File: src/rtl/wb_rr_arbiter_pkg.sv
// wb_rr_arbiter_pkg: shared state encoding, master indices and round-robin pick
package wb_rr_arbiter_pkg;
   typedef enum logic [1:0] {ST_IDLE = 2'd0, ST_GNT = 2'd1, ST_ABORT = 2'd2} arb_state_e;
   localparam logic M0 = 1'b0;
   localparam logic M1 = 1'b1;
   // a lone requester wins; on a tie the master that did not win last time wins
   function automatic logic rr_pick(input logic [1:0] req, input logic last);
      return (req == 2'b11) ? ~last : req[1];
   endfunction
endpackage

File: src/rtl/wb_arb_watchdog.sv
// wb_arb_watchdog: stall counter with expiry strobe and saturating event count
module wb_arb_watchdog #(
   parameter int TIMEOUT = 256,
   parameter int TOCNT_W = 16
) (
   input  logic               clk,
   input  logic               rst_n,
   input  logic               run,
   input  logic               clr,
   output logic               expire_o,
   output logic [TOCNT_W-1:0] cnt_o
);
   localparam int WD_W = (TIMEOUT > 2) ? $clog2(TIMEOUT) : 1;
   logic [WD_W-1:0]    wd_q, wd_d;
   logic [TOCNT_W-1:0] cnt_q, cnt_d;
   // expiry fires on the TIMEOUT-th consecutive unanswered strobe cycle
   always_comb begin
      expire_o = run && (wd_q == WD_W'(TIMEOUT - 1));
      wd_d     = (clr || expire_o) ? '0 : run ? wd_q + 1'b1 : wd_q;
      cnt_d    = (expire_o && !(&cnt_q)) ? cnt_q + 1'b1 : cnt_q;
   end
   // counter state
   always_ff @(posedge clk) begin
      if (!rst_n) begin
         wd_q  <= '0;
         cnt_q <= '0;
      end else begin
         wd_q  <= wd_d;
         cnt_q <= cnt_d;
      end
   end
   assign cnt_o = cnt_q;
endmodule

File: src/rtl/wb_rr_arbiter.sv
// wb_rr_arbiter: two-master round-robin Wishbone arbiter with slave watchdog
module wb_rr_arbiter
   import wb_rr_arbiter_pkg::*;
#(
   parameter int TIMEOUT = 256,
   parameter int TOCNT_W = 16
) (
   input  logic               wb_clk_i,
   input  logic               wb_rst_n_i,
   input  logic [1:0]         m_cyc_i,
   input  logic [1:0]         m_stb_i,
   input  logic [1:0]         m_we_i,
   input  logic [7:0]         m_sel_i,
   input  logic [63:0]        m_adr_i,
   input  logic [63:0]        m_dat_i,
   output logic [31:0]        m_dat_o,
   output logic [1:0]         m_ack_o,
   output logic [1:0]         m_err_o,
   output logic               s_cyc_o,
   output logic               s_stb_o,
   output logic               s_we_o,
   output logic [3:0]         s_sel_o,
   output logic [31:0]        s_adr_o,
   output logic [31:0]        s_dat_o,
   input  logic [31:0]        s_dat_i,
   input  logic               s_ack_i,
   input  logic               s_err_i,
   output logic [1:0]         gnt_o,
   output logic [TOCNT_W-1:0] timeout_cnt_o
);
   arb_state_e state_q, state_d;
   logic       idx_q, idx_d;
   logic       last_q, last_d;
   logic [1:0] gnt_q, gnt_d;
   logic [1:0] req;
   logic       gnt_act, expire;
   // next grant: arbitrate only from IDLE, hold the owner for its whole cycle
   always_comb begin
      req     = m_cyc_i & m_stb_i;
      state_d = state_q;
      idx_d   = idx_q;
      last_d  = last_q;
      unique case (state_q)
         ST_IDLE: if (|req) begin
            state_d = ST_GNT;
            idx_d   = rr_pick(req, last_q);
            last_d  = idx_d;
         end
         ST_GNT:   state_d = !m_cyc_i[idx_q] ? ST_IDLE : expire ? ST_ABORT : ST_GNT;
         ST_ABORT: state_d = !m_cyc_i[idx_q] ? ST_IDLE : ST_ABORT;
         default:  state_d = ST_IDLE;
      endcase
      gnt_d = (state_d == ST_IDLE) ? 2'b00 : {idx_d == M1, idx_d == M0};
   end
   // arbiter state and registered grant
   always_ff @(posedge wb_clk_i) begin
      if (!wb_rst_n_i) begin
         state_q <= ST_IDLE;
         idx_q   <= M0;
         last_q  <= M1;
         gnt_q   <= 2'b00;
      end else begin
         state_q <= state_d;
         idx_q   <= idx_d;
         last_q  <= last_d;
         gnt_q   <= gnt_d;
      end
   end
   // slave-side mux and master-side response steering, only while in GNT
   always_comb begin
      gnt_act = (state_q == ST_GNT);
      s_cyc_o = gnt_act & m_cyc_i[idx_q];
      s_stb_o = s_cyc_o & m_stb_i[idx_q];
      s_we_o  = gnt_act & m_we_i[idx_q];
      s_sel_o = !gnt_act ? 4'h0 : idx_q ? m_sel_i[7:4] : m_sel_i[3:0];
      s_adr_o = !gnt_act ? 32'h0 : idx_q ? m_adr_i[63:32] : m_adr_i[31:0];
      s_dat_o = !gnt_act ? 32'h0 : idx_q ? m_dat_i[63:32] : m_dat_i[31:0];
      m_dat_o = s_dat_i;
      m_ack_o = (gnt_act & s_ack_i) ? gnt_q : 2'b00;
      m_err_o = (gnt_act & (s_err_i | expire)) ? gnt_q : 2'b00;
   end
   wb_arb_watchdog #(.TIMEOUT(TIMEOUT), .TOCNT_W(TOCNT_W)) u_wd (
      .clk      (wb_clk_i),
      .rst_n    (wb_rst_n_i),
      .run      (s_stb_o & ~s_ack_i & ~s_err_i),
      .clr      (~gnt_act | s_ack_i | s_err_i),
      .expire_o (expire),
      .cnt_o    (timeout_cnt_o)
   );
   assign gnt_o = gnt_q;
endmodule

File: config.mk
export PLATFORM = sky130hd
export DESIGN_NAME = wb_rr_arbiter
export DESIGN_NICKNAME = d
export VERILOG_FILES = /design/src/rtl/wb_rr_arbiter_pkg.sv /design/src/rtl/wb_arb_watchdog.sv /design/src/rtl/wb_rr_arbiter.sv
export SDC_FILE = /design/constraint.sdc
export NUM_CORES = 1
export LEC_CHECK = 0
export CAP_MARGIN = 20
export CORE_ASPECT_RATIO = 0.6
export CORE_MARGIN = 3
export CORE_UTILIZATION = 26
export CTS_BUF_LIST = sky130_fd_sc_hd__clkbuf_8
export DETAILED_ROUTE_END_ITERATION = 10
export PLACE_DENSITY = 0.78
export SYNTH_ARGS = -nofsm -noshare
export SYNTH_HDL_FRONTEND = slang
export SYNTH_SLANG_ARGS = --single-unit
File: constraint.sdc
create_clock -name wb_clk_i -period 1.95 [get_ports wb_clk_i]
set_input_delay 0.39 -clock wb_clk_i [delete_from_list [all_inputs] [get_ports wb_clk_i]]
set_output_delay 0.39 -clock wb_clk_i [all_outputs]
set_load 0.05 [all_outputs]
### Yosys cells after proc, flatten, opt, wreduce, memory -nomap -nowiden

Cells that the tools add are included.

* $lt $le $gt $ge: 1
* bitwise logic cells: 17
* mux-type cells: 22
* add/sub/neg operators: 2
* reductions and logical operators: 11
* equal/unequal tests: 4

Operators with widths (number)
* $mux 32: 4
* $add 16x1->16 const B: 1
* $reduce_and 16->1: 1
* $mux 2: 6
* $mux 1: 9
* $add 8x1->8 const B: 1
* $eq 8x8->1 const B: 1
* $mux 4: 2
* $and 1x1->1: 7
* $not 1->1: 6
* $pmux 2 s3: 1
* $reduce_or 2->1: 3
* $eq 2x2->1 const B: 2
* $logic_not 2->1: 2
* $or 1x1->1: 3
* $and 2x2->2: 1
* $eq 2x1->1 const B: 1
* $logic_and 1x1->1: 2
* $lt 1x2->1 const B: 1
* $reduce_and 2->1: 1
* $logic_not 1->1: 1
* $logic_or 1x1->1: 1

* bits in registers: 30
* input bits: 178
* output and inout bits: 125

### Longest topological paths before layout

Gate-level depths: netlist of run 1.

* word-level depth: 12
* gate-level depth with buffers: 7
* depth with buffers taken out: 6

### Modules after synthesis

From an unflattened synthesis of run 1, not the netlist that was laid out.

* cells, all modules: 367
* area, all modules: 2860.2 sq um

By module, submodules not included
* wb_rr_arbiter: area each 1645.3 sq um, cells an instance 230, times used 1
* wb_arb_watchdog: area each 1214.9 sq um, cells an instance 137, times used 1

### Least setup slack after synthesis of run 1

OpenSTA, ideal clock, no wires.

* kind: register -> register
* from: register u_wd.cnt_q[3] (netlist: u_wd.cnt_o[3])
* to: register u_wd.cnt_q[10] (netlist: u_wd.cnt_o[10])
* clock period less this slack: 2.368 ns
* path slack: -0.418 ns
* library setup time: 0.071 ns
* stages on the path, launching flop included: 8
* arrival time: 2.298 ns
* data required time: 1.879 ns
* path through: dfxtp_1 and4_1 clkbuf_1 nand3_1 or3_1 clkbuf_1 or4_1 a21oi_1

* cells in the longest elaborated chain, start to end: 3

Ends and longest elaborated chain
* from (decl): line wb_arb_watchdog.sv:15 `logic [TOCNT_W-1:0] cnt_q, cnt_d;`
* from (signal assigned): line wb_arb_watchdog.sv:29 `cnt_q <= cnt_d;`
* parallel branches: the longest is 3 deep, another holds $add 16x1->16

Parallel ways; which one is timed is not known.
A chain may end at the register's enable or synchronous reset.

### Worst setup path in the final report of run 1

* from: register u_wd.wd_q[1]
* to: output port m_err_o[0]

* cells in the longest elaborated chain, start to end: 5

Ends and longest elaborated chain
* from (decl): line wb_arb_watchdog.sv:14 `logic [WD_W-1:0] wd_q, wd_d;`
* from (signal assigned): line wb_arb_watchdog.sv:28 `wd_q <= wd_d;`
* $eq 8x8->1: line wb_arb_watchdog.sv:18 `expire_o = run && (wd_q == WD_W'(TIMEOUT - 1));`
* $logic_and 1x1->1: line wb_arb_watchdog.sv:18
* $or 1x1->1: line wb_rr_arbiter.sv:80 `m_err_o = (gnt_act & (s_err_i | expire)) ? gnt_q : 2'b00;`
* $and 1x1->1: line wb_rr_arbiter.sv:80
* $mux 2: line wb_rr_arbiter.sv:80
* to (decl): line wb_rr_arbiter.sv:18 `output logic [1:0] m_err_o,`

No other way between the ends.

==> run summary, run 1 <==
Outcome: complete, but fails checks
Failing checks: negative setup slack
Post-Route WL: 15940 µm
Setup Skew: 8.054 ps
Via/cell ratio: 4.997
Crit share post-route: 105.3%
Biggest area consumer among synthesized cells: mux2i_1
Cell Rows: 28
RSZ-0062 raised after global routing: yes
Sequential fraction of the synthesis area: 21.35%
Clock buffer depth: 2
Largest net degree at the start of global routing: 40
Die ar.: 12140 µm²
Core area: 10190 µm²
Ys flop type: dfxtp_1
Unique cell type count in the Yosys netlist: 40
Die X: 140.3 µm
Fin util: 70.35%
Post-synth EDFFs: 0
# nets final: 801
Max-cap viol count: 0
GPL Wtd Cong: 0.9801
Max-slew violations: 0
Vias in the first global route: 3604
Arrival time at the worst endpoint: 1660 ps
Top cells by area, synth: mux2i_1, dfxtp_1, nor2_1
Relative slew slack: 65.33%
P&R area growth vs syn: 155.0%
DP Worst Slack: -421.8 ps
Worst slew pin tran: 518.5 ps
Fillers: 702
Worst hold path type: flip-flop to flip-flop
Starting density of the core: 27.59%
Inserted Diodes: 0
CP startpoint kind: flip-flop
Clock Tree Root: clkbuf_8
Total CTS buffers: 5
Mapped Nets: 553
Share of cells above drive strength 1: 45.82%
Required @ worst endpoint: 1560 ps
HPWL after detailed placement: 11430 µm
DR iter-0 viols: 177
Kind of end point of the critical path: output pin
Final worst setup slack: -103.7 ps
Pleak: 0.002607 µW
Worst-path fanout max: 2
Worst skew pair latency: 280 ps
Crit path kind: flip-flop to output pin
PwrDens: 413.1 nW/µm²
Final min period: 2054 ps
# IOs: 303
Final setup violation count: 22
First-pass GRT wire length: 20380 µm
Vias: 3783
Multi-input logic area: 2490 µm²
Syn Std Cell Area: 2813 µm²
Syn Area/Cell: 7.541 µm²
Initial antenna violation count: 0
Initial DRT Pass Iterations: 4
Die Y: 86.57 µm
GRT Util Overall: 21.25%
#FFs+latches synth: 30
Sequential cell area: 629.4 µm²
Gr ovfl total: 0
Synth top area share: 26.69%
# H-tree levels: 2
Synth Instances: 373
WL per Instance: 21.05 µm
Sink Count: 30
Final hold violations: 0
VDD IR-drop max: 0.2801 mV
Clock transition at path regs: 70 ps
Asr flop ratio synth: 0%
# DRC: 0
IO Port Bufs: 238
CTS tree: built
Max frequency: 486.9 MHz
Post-route ant nets: 0
Synth warnings: 0
## kinds of logic (layout without fill, tap and decap cells)
group | after synthesis | count (layout) | share of synthesized area (%)
multiplexers | 77 | 77 | 27.62
buffers and inverters | 59 | 307 | 12.32
flip-flops | 30 | 30 | 21.35
AND/OR/NAND/NOR | 167 | 168 | 27.40
AO/OA/AOI/OAI | 26 | 26 | 6.672
XOR/XNOR | 12 | 12 | 3.737
adder cells (fa/ha/maj) | 2 | 2 | 0.8895
## final timing paths
| kind | cells after the start | end | slack, ps | from |
|---|---|---|---|---|
| max | 7 | m_err_o[0] | -100 | u_wd.wd_q[1] |
| min | 2 | u_wd.cnt_o[13] | 510 | u_wd.cnt_o[13] |
| max reg2reg | 6 | u_wd.cnt_o[12] | 20 | u_wd.wd_q[5] |
| min reg2reg | 2 | u_wd.cnt_o[13] | 510 | u_wd.cnt_o[13] |
## stage by stage
stage	std cells	cell area [µm²]	power [µW]	hold WS, ps	TNS (ps)
after floorplan	373	3029	1467	448.8	-105.7
after global placement	727	6289	2091	455.3	-5740
after detailed placement	727	6289	2103	482.7	-7586
after CTS	741	6525	2741	506.6	-237.1
after global routing	757	7172	3060	532.6	-2385
final	757	7172	2963	508.0	-507.1
## power by group
part           total [µW]  internal [µW]  leakage, µW  switching (µW)
Combinational        1720            892      0.00230             827
Sequential            622            614     0.000250            7.33
Clock                 622            376    0.0000579             247
## flip-flops by register name, indices dropped and copies added, names as in the netlist
register	count
u_wd.cnt_o	16
idx_q	1
u_wd.wd_q	8
gnt_o	2
state_q	2
last_q	1
## metal layers
metal  routed length (µm)  track usage (%)  up-vias
li1                     -                -     1764
met1                 6471            26.56     1805
met2                 7847            36.15      194
met3                 1274            6.174       20
met4                  341            5.629        0
met5                    0                0        -
## cells in the mapped netlist (7+ instances only)
cell / count
nor3_1: 7
and3_1: 9
dfxtp_1: 30
nand3_1: 10
clkbuf_1: 12
xnor2_1: 10
nand2_1: 19
nor2_1: 94
buf_1: 7
mux2i_1: 75
a21oi_1: 8
buf_4: 33
## cell type report
type	instances	share of cell area, %
Clock buffer	5	0.9595
Sequential cell	30	8.775
Clock inverter	3	0.5583
Multi-Input combinational cell	285	34.72
Inverter	6	0.3140
Tap cell	135	2.355
Timing Repair Buffer	293	52.32
## critical path, stage by stage, from the launching register on
cell and delay (ps):
dfxtp_2 360, ha_4 150, nor4bb_4 180, nand4_1 170
nor2_2 190, nor2_4 80, nor2_4 110, buf_12 140
## placed cells by master (no fill, tap or decap), types with 3 or more instances in the layout
| cell | n |
|---|---|
| clkdlybuf4s50_1 | 148 |
| buf_12 | 78 |
| mux2i_1 | 49 |
| buf_4 | 45 |
| nor2_2 | 44 |
| nor2_4 | 30 |
| nor2_1 | 20 |
| nand2_1 | 18 |
| mux2i_2 | 17 |
| dfxtp_1 | 17 |
| xnor2_1 | 10 |
| mux2i_4 | 9 |
| nand3_1 | 9 |
| and3_1 | 8 |
| dfxtp_2 | 8 |
| a21oi_1 | 7 |
| nand4_1 | 6 |
| inv_1 | 6 |
| nor3_1 | 6 |
| clkbuf_16 | 6 |
| buf_6 | 6 |
| clkbuf_8 | 5 |
| dfxtp_4 | 5 |
| nand2b_1 | 4 |
| or3_1 | 4 |
| dlygate4sd2_1 | 4 |
| buf_16 | 3 |
## what timing repair did
action	in CTS	in global routing
setup buffers	5	5
pin swaps	7	2
resized for setup	26	81
hold buffers	0	0
cloned	1	11
setup endpoints to repair	32	60
(Power assumes the default switching activity.)
==> run 2: changes to the inputs <==
==> constraint.sdc (replaced) <==
create_clock -name wb_clk_i -period 1.8 [get_ports wb_clk_i]
set_input_delay 0.36 -clock wb_clk_i [delete_from_list [all_inputs] [get_ports wb_clk_i]]
set_output_delay 0.36 -clock wb_clk_i [all_outputs]
set_load 0.05 [all_outputs]
==> run 2 against run 1 <==
Compared with the run above: the run still ends with negative setup slack left; die area unchanged; final area grew 18%; total power grew 21%; setup slack got worse by 170 ps; largest power group unchanged; critical endpoint is now m_err_o[1]; critical path type unchanged; global-route usage is 7.6 points higher; flip-flop and latch count stayed put; combinational power up 38%; count of clock-buffer cells in the layout unchanged; non-clock buffer count increased by 37.
==> run summary, run 2 (synthesis gave the netlist of run 1 again) <==
Max reg flops: 16 (unchanged)
Die ar.: 12140 µm² (unchanged)
Worst slew pin tran: 481.5 ps (-37.02 ps)
Final worst setup slack: -269.2 ps (-165.5 ps)
Post-route ant nets: 0 (unchanged)
Share of cells above drive strength 1: 58.27% (+12 points)
CTS tree: built
Total CTS buffers: 5 (unchanged)
Worst skew pair latency: 290 ps (about the same)
First-pass GRT wire length: 26480 µm (+30%)
Arrival time at the worst endpoint: 1710 ps (+50 ps)
P&R area growth vs syn: 201.4%
Relative slew slack: 67.87% (+2.5 points)
Sequential cell area: 635.6 µm² (+0.99%)
Overall Power: 3578 µW (+21%)
Via/cell ratio: 5.438 (+8.8%)
Starting density of the core: 27.59% (unchanged)
# IOs: 303 (unchanged)
HPWL after detailed placement: 13370 µm (+17%)
Clock transition at path regs: 70 ps (about the same)
Outcome: complete, but fails checks
Die Y: 86.57 µm (unchanged)
Setup Skew: 8.894 ps (+0.8399 ps)
Pleak: 0.003017 µW (+16%)
Final hold violations: 0 (unchanged)
Initial antenna violation count: 1 (+1)
Commonest non-fill, non-tap cells in the layout: clkdlybuf4s50_1, buf_12, nor2_4, buf_4, mux2i_4
Cell Count, Final, Fillers Out: 795 (+5.0%)
Setup TNS after final layout: -10740 ps (-10230 ps)
GRT Util Overall: 28.84% (+7.6 points)
WL per Instance: 29.03 µm (+38%)
Die X: 140.3 µm (unchanged)
Kind of end point of the critical path: output pin
Multi-input logic area: 3385 µm² (+36%)
Initial DRT Pass Iterations: 4 (unchanged)
Fillers: 453 (-35%)
Commonest non-fill, non-tap cell in the layout: clkdlybuf4s50_1
Hold buffer count at cts: 0 (unchanged)
Failing checks: negative setup slack
GPL Wtd Cong: 0.9429 (-3.8%)
Vias: 4323 (+14%)
Crit path kind: flip-flop to output pin
Max stage delay on crit path: 370 ps (about the same)
CP startpoint kind: flip-flop
Max-cap viol count: 0 (unchanged)
Post-Route WL: 23080 µm (+45%)
DR iter-0 viols: 216 (+22%)
Worst-path fanout max: 3 (+1)
Largest net degree at the start of global routing: 22 (-45%)
# DRC: 0 (unchanged)
Dpl cells: 739 (+1.7%)
RSZ-0062 raised after global routing: yes
# H-tree levels: 2 (unchanged)
Gr ovfl total: 0 (unchanged)
Clock Tree Root: clkbuf_8
Core area: 10190 µm² (unchanged)
Vias in the first global route: 4202 (+17%)
PwrDens: 422.1 nW/µm² (+2.2%)
Crit-path cells: and4_1 > nand2_1 > nor2_2 > nor2_4 > nor2_4 > buf_12
Sink Count: 30 (unchanged)
Clock buffer depth: 2 (unchanged)
VDD IR-drop max: 0.3323 mV (+19%)
Max-slew violations: 0 (unchanged)
Final min period: 2069 ps
IO Port Bufs: 238 (unchanged)
Cell repeated most along the worst path: nor2_4
Max frequency: 483.3 MHz
Worst hold path type: flip-flop to flip-flop
Final setup violation count: 81 (+270%)
# nets final: 838 (+4.6%)
Cell Rows: 28 (unchanged)
Crit share post-route: 115.0%
Slowest-stage cell, CP: dfxtp_1
Required @ worst endpoint: 1440 ps (-120 ps)
run 2: routing by layer:
| layer | vias up | part of all wire (%) | global-route usage (%) |
|---|---|---|---|
| met3 | 99 | 7.8 | 8.986 |
| met2 | 273 | 51 | 52.17 |
| met1 | 2098 | 33 | 30.40 |
| li1 | 1853 | - | - |
| met5 | - | 0 | 0 |
| met4 | 0 | 8.0 | 15.39 |
run 2: repair_timing:
action | 4_1_cts | 5_1_grt
gates resized for setup | 149 | 184
buffers inserted | 15 | 21
setup endpoints to repair | 95 | 96
pin swaps | 18 | 24
cloned | 11 | 7
run 2: final timing paths:
path             startpoint             end  slack (ps)  depth (start not counted)
max            u_wd.wd_q[4]      m_err_o[1]        -270                          6
min          u_wd.cnt_o[11]  u_wd.cnt_o[11]         520                          2
max reg2reg           idx_q  u_wd.cnt_o[10]        -180                          6
min reg2reg  u_wd.cnt_o[11]  u_wd.cnt_o[11]         520                          2
run 2: layout make-up:
type / count / share of cell area [%]
multi-input combinational: 285 / 39.93
antenna: 1 / 0.02952
inverter: 6 / 0.2657
timing repair buffer: 330 / 49.34
tap: 135 / 1.993
sequential: 30 / 7.498
clock inverter: 3 / 0.1328
clock buffer: 5 / 0.8118
run 2: stage by stage:
step	setup slack (ps)	utilization, %	hold slack, ps	cell area (µm²)
2_1_floorplan	-255.2	-	463.3	3089
3_3_place_gp	-448.5	61.07	470.8	6226
6_report	-269.2	83.15	519.2	8477
4_1_cts	-244.4	71.61	502.9	7301
5_1_grt	-386.8	83.15	549.1	8477
3_5_place_dp	-598.9	61.07	488.4	6226
run 2: worst max-delay path: cells and delay by family (launching register included):
kind / cells / cell delay, ps
AND/OR/NAND/NOR: 5 / 910
flip-flops: 1 / 370
buffers and inverters: 1 / 140
run 2: power by group:
part           internal, µW  leakage (µW)  total, µW  switching, µW
sequential              665      0.000253        677           11.4
combinational          1220       0.00271       2380           1150
clock                   258     0.0000519        526            268
